`config.mk`:
```
export PLATFORM = sky130hd
export DESIGN_NAME = ncpu32k_tsc
export DESIGN_NICKNAME = d
export VERILOG_FILES = /design/src/rtl/ncpu32k_tsc.sv
export SDC_FILE = /design/constraint.sdc
export NUM_CORES = 1
export LEC_CHECK = 0
export CORE_AREA = 2 2 104 106
export DETAILED_ROUTE_END_ITERATION = 12
export DIE_AREA = 0 0 106 108
export PLACE_DENSITY_LB_ADDON = 0.08
export SYNTH_ARGS = -nofsm -noshare
export SYNTH_HDL_FRONTEND = slang
export SYNTH_SLANG_ARGS = --single-unit
export TNS_END_PERCENT = 10
```
`constraint.sdc`:
```
create_clock -name clk -period 6.3 [get_ports clk]
set_input_delay 1.26 -clock clk [delete_from_list [all_inputs] [get_ports clk]]
set_output_delay 1.26 -clock clk [all_outputs]
set_load 0.01 [all_outputs]
```
`src/rtl/ncpu32k_tsc.sv`:
```
// Timestamp counter with prescaler and compare match. Drives a level IRQ
// that stays high until software clears the sticky pending bit in TCR.
module ncpu32k_tsc #(
  parameter int DW       = 32,
  parameter int CMP_DW   = 28,
  parameter int PRESC_DW = 8
) (
  input  logic                clk,
  input  logic                rst_n,
  output logic [DW-1:0]       msr_tsc_tsr,
  input  logic [DW-1:0]       msr_tsc_tsr_nxt,
  input  logic                msr_tsc_tsr_we,
  output logic [DW-1:0]       msr_tsc_tcr,
  input  logic [DW-1:0]       msr_tsc_tcr_nxt,
  input  logic                msr_tsc_tcr_we,
  output logic [PRESC_DW-1:0] msr_tsc_tps,
  input  logic [PRESC_DW-1:0] msr_tsc_tps_nxt,
  input  logic                msr_tsc_tps_we,
  output logic                tsc_irq
);

  localparam int EN_B = CMP_DW;
  localparam int I_B  = CMP_DW + 1;
  localparam int P_B  = CMP_DW + 2;
  localparam int M_B  = CMP_DW + 3;

  logic [DW-1:0]       tsr;
  logic [DW-1:0]       tcr;
  logic [PRESC_DW-1:0] tps;
  logic [PRESC_DW-1:0] pc;
  logic [DW-1:0]       inc;
  logic                tick;
  logic                match;
  logic                p_set;

  assign tick  = tcr[EN_B] & (pc == tps);
  assign inc   = tsr + {{(DW-1){1'b0}}, 1'b1};
  assign match = tick & ~msr_tsc_tsr_we & (inc[CMP_DW-1:0] == tcr[CMP_DW-1:0]);
  assign p_set = match & tcr[I_B];

  always_ff @(posedge clk or negedge rst_n) begin
    if (!rst_n)
      pc <= '0;
    else if (msr_tsc_tps_we || !tcr[EN_B] || tick)
      pc <= '0;
    else
      pc <= pc + {{(PRESC_DW-1){1'b0}}, 1'b1};
  end

  always_ff @(posedge clk or negedge rst_n) begin
    if (!rst_n)
      tsr <= '0;
    else if (msr_tsc_tsr_we)
      tsr <= msr_tsc_tsr_nxt;
    else if (tick)
      tsr <= (tcr[M_B] & match) ? '0 : inc;
  end

  // A hardware match beats a software clear of P in the same cycle.
  always_ff @(posedge clk or negedge rst_n) begin
    if (!rst_n)
      tcr <= '0;
    else if (msr_tsc_tcr_we)
      tcr <= {msr_tsc_tcr_nxt[DW-1:P_B+1],
              msr_tsc_tcr_nxt[P_B] | p_set,
              msr_tsc_tcr_nxt[P_B-1:0]};
    else if (p_set)
      tcr[P_B] <= 1'b1;
  end

  always_ff @(posedge clk or negedge rst_n) begin
    if (!rst_n)
      tps <= '0;
    else if (msr_tsc_tps_we)
      tps <= msr_tsc_tps_nxt;
  end

  assign msr_tsc_tsr = msr_tsc_tsr_we ? msr_tsc_tsr_nxt : tsr;
  assign msr_tsc_tcr = msr_tsc_tcr_we ? msr_tsc_tcr_nxt : tcr;
  assign msr_tsc_tps = msr_tsc_tps_we ? msr_tsc_tps_nxt : tps;
  assign tsc_irq     = tcr[P_B] & tcr[I_B];

endmodule

```
; ---- Word level (Yosys, flattened, before mapping)
; Index checks and enable logic that the tools add are counted.
[classes]
add_sub_neg = 2
n_eq_ne = 2
n_mux = 9
bitwise = 8
reduce_logical = 5
[ops]
columns = operator, n
row1 = 32-bit two-way mux, 5
row2 = 32-bit by 1-bit adder with 32-bit output (second input constant), 1
row3 = 28-bit equality test, 1
row4 = 8-bit two-way mux, 2
row5 = 8-bit by 1-bit adder with 8-bit output (second input constant), 1
row6 = 8-bit equality test, 1
row7 = 1-bit AND, 6
row8 = 2-bit nonzero test, 2
row9 = 1-bit logical OR, 2
row10 = 1-bit two-way mux, 2
row11 = 1-bit zero test, 1
row12 = 1-bit NOT, 1
row13 = 1-bit OR, 1
[word_totals]
reg_bits = 80
in_bits = 77
output_inout_bits = 73
elab_cells = 31

; ---- Depth between registers and ports, before layout
[depth]
depth_word = 8
depth_mapped = 11
ltp_nobuf = 9

; ---- Worst setup path before layout
; No wires, ideal clock.
[synth_timing]
kind = input to output
startpoint = in msr_tsc_tsr_we
endpoint = out msr_tsc_tsr[16]
arrival_ps = 2414
slack_ps = 2626
stages = 4
n_path_buf = 3
cell_sequence = clkbuf_1 > clkbuf_1 > clkbuf_1 > mux2_2
[synth_via]
elab_chain_len = 1
[synth_rtl]
columns = element, line
row1 = from (decl), 12  ; input logic msr_tsc_tsr_we,
row2 = 32-bit two-way mux, 78  ; assign msr_tsc_tsr = msr_tsc_tsr_we ? msr_tsc_tsr_nxt : tsr;
row3 = to (decl), 10  ; output logic [DW-1:0] msr_tsc_tsr,
; No other way between the ends.

; ---- Worst setup path after layout
; Ends and elaborated chain as after synthesis.

==> results.py <==
metrics = {
    "timing": {
        "setup-violations-final": 0,
        "skew_ns": 0.00704,
        "fmax_ghz": 0.218,
        "period_needed_ns": 4.58,
        "slew_violations": 0,
        "fin_setup_tns_ns": 0,
        "worstMarginPinSlew_ns": 1.01,
        "fin_hold_ws_ns": 0.556,
        "rsz0062_at_grt": "no",
        "slew_headroom": 0.326,
        "period_share": 0.727,
        "finalHoldViolations": 0,
    },
    "yosys": {
        "synth-async-reset-ratio": 1.00,
        "synth_common_cells": "dfrtp_1, o21ai_0, nand2_1, mux2_2, nand3_1",
        "ys_ff_latch": 80,
        "synthTopCellsByArea": "dfrtp_1, mux2_2, o21ai_0, xnor2_1, nand3_1",
        "synth.distinct_cells": 56,
        "synth_nets": 668,
        "synth_area_per_cell_um2": 8.91,
        "synth_edf_count": 0,
        "synth.top_cell.area_share": 0.381,
        "synth_largest_area_cell": "dfrtp_1",
        "ys_warn_count": 0,
        "synthFlopType": "dfrtp_1",
        "yosysMostFrequentCell": "dfrtp_1",
        "ys_seq_area_frac": 0.381,
        "synthCells": 589,
        "syn_area_um2": 5250,
    },
    "global_route": {
        "antenna_found_initial": 0,
        "grt_use_total": 0.264,
        "grt_pass1_wl_mm": 24.1,
        "first_global_vias": 4882,
        "gr-total-overflow": 0,
        "grt_max_degree": 81,
    },
    "power_and_ir_drop": {
        "power-per-cell-area_nw_per_um2": 201,
        "ir_worst_vdd_mv": 0.147,
        "leakage_nw": 2.72,
    },
    "clock_tree": {
        "cts_buffers": 9,
        "postCtsSetupBuffers": 0,
        "cts_root_buffer": "clkbuf_8",
        "cts_max_level": 3,
        "clockBufferDepth": 2,
        "clkTransAtPathRegs_ns": 0.08,
        "cts_sinks": 80,
        "cts_tree": "yes",
        "clk_latency_ns": 0.37,
        "cts_hold_buf": 0,
        "cts_resized": 0,
    },
    "cells_and_area": {
        "nNetsFinal": 792,
        "syn_to_final_growth_pct": 32.2,
        "drive_gt1_frac": 0.104,
        "fill_cells": 842,
        "antenna_cells": 0,
        "utilization": 0.679,
        "stdcell_count": 854,
    },
    "critical_path": {
        "required_ns": 5.04,
        "reg2reg_slack_ns": 2.38,
        "path_class": "in -> out",
        "crit_arrival_ns": 3.32,
        "crit_path_end_kind": "primary output",
        "r2r-start": "tsr[0]",
        "crit_path_start_kind": "primary input",
        "crit_path_max_fanout": 60,
        "reg2regPathDepth": 9,
        "r2r-end": "tsr[11]",
    },
    "drt": {
        "vias": 5044,
        "drt_first_pass_iters": 5,
        "routed_wl_mm": 14.8,
        "ant_nets": 0,
        "remaining_drc_errors": 0,
        "avgRoutedWirePerCell_um": 17.3,
        "drt_iter0_drc": 327,
        "via_per_inst": 5.91,
    },
    "hold_path": {
        "worstHoldPathCells": 1,
        "hold_end": "tcr[17]",
        "min_path_type": "reg -> reg",
        "min_from": "tcr[17]",
    },
    "placed_design": {
        "dpl.hpwl_mm": 10.8,
        "portBuffers": 149,
        "placed_cells": 838,
        "gp_congestion": 0.937,
    },
    "floorplanning": {
        "std_cell_rows": 37,
        "die_x_um": 106,
        "core_um2": 10200,
        "die_area_um2": 11400,
        "ioPinCount": 150,
        "start_util": 0.513,
        "die_h_um": 108,
    },
    "flow_run": {
        "maxCapViolCount": 0,
    },
    "status": {
        "outcome": "completed",
    },
}
-- sequential cells by signal (all words and copies together), names as in the netlist --
name  flops
pc        8
tps       8
tsr      32
tcr      32
-- worst max path at each step --
stage                    from              end  slack (ns)
2_1_floorplan  msr_tsc_tsr_we  msr_tsc_tsr[16]        2.63
3_3_place_gp   msr_tsc_tsr_we  msr_tsc_tsr[16]        1.76
3_5_place_dp   msr_tsc_tsr_we  msr_tsc_tsr[16]        1.73
4_1_cts        msr_tsc_tsr_we  msr_tsc_tsr[16]        1.71
5_1_grt        msr_tsc_tsr_we  msr_tsc_tsr[13]        1.55
6_report       msr_tsc_tsr_we  msr_tsc_tsr[16]        1.72
-- report_power, final --
part           total (mW)  internal, mW  switching [mW]
Clock               0.351         0.146           0.205
Combinational       0.423         0.230           0.193
Sequential          0.625         0.560          0.0649
-- stage by stage --
| step | setup WS [ns] | power, mW | cell area (µm²) |
|---|---|---|---|
| after floorplan | 2.63 | 0.851 | 5250 |
| after global placement | 1.76 | 1.05 | 6760 |
| after detailed placement | 1.73 | 1.05 | 6760 |
| after CTS | 1.71 | 1.41 | 6940 |
| after global routing | 1.55 | 1.48 | 6940 |
| final | 1.72 | 1.40 | 6940 |
-- worst max-delay path, cell delays in order --
cell             delay (ns)
buf_2                  0.68
buf_4                  0.47
mux2_2                 0.39
clkdlybuf4s50_1        0.48
-- layout by cell type (no fill, tap or decap), drive strengths merged, types with 6 or more instances in the layout --
cell type      Yosys  layout
a21o               6       6
a21oi             12      12
a22oi             21      21
and3              10      10
buf               14       6
clkbuf            26       9
clkdlybuf4s50      0     147
dfrtp             80      80
inv               23      24
mux2              45      45
nand2             54      54
nand2b             6       6
nand3             41      41
nand4             11      11
nor2              27      27
nor2b              8       8
nor3              10      10
nor4              14      14
o211ai             7       7
o21ai             63      63
or4                7       7
xnor2             30      30
xor2              18      18
-- cell families (layout without fill, tap and decap cells) --
family,count (synthesis),after routing,share of synthesized area
fa+ha+maj,2,2,0.00477
mux,46,46,0.0984
xor+xnor,48,48,0.0801
simple gates,214,214,0.224
buf+inv,63,192,0.0500
flops,80,80,0.381
compound gates,136,136,0.162
-- layout make-up --
class                   count  area [µm²]  share of cell area
multi-input cells         446        2990               0.431
flip-flops and latches     80        2000               0.288
repair buffers            153        1510               0.218
well taps                 136         170              0.0245
clock buffers               9         124              0.0178
inverters                  23        86.3              0.0124
clock inverters             7        56.3             0.00811
-- metal layers --
layer | part of all wire | wire [µm] | GRT usage
met3 | 0.069 | 1030 | 0.0524
met4 | 0.015 | 215 | 0.0780
met1 | 0.45 | 6670 | 0.370
met5 | 0 | 0 | 0
met2 | 0.47 | 6880 | 0.417
Power figures use the tool's default switching activity.
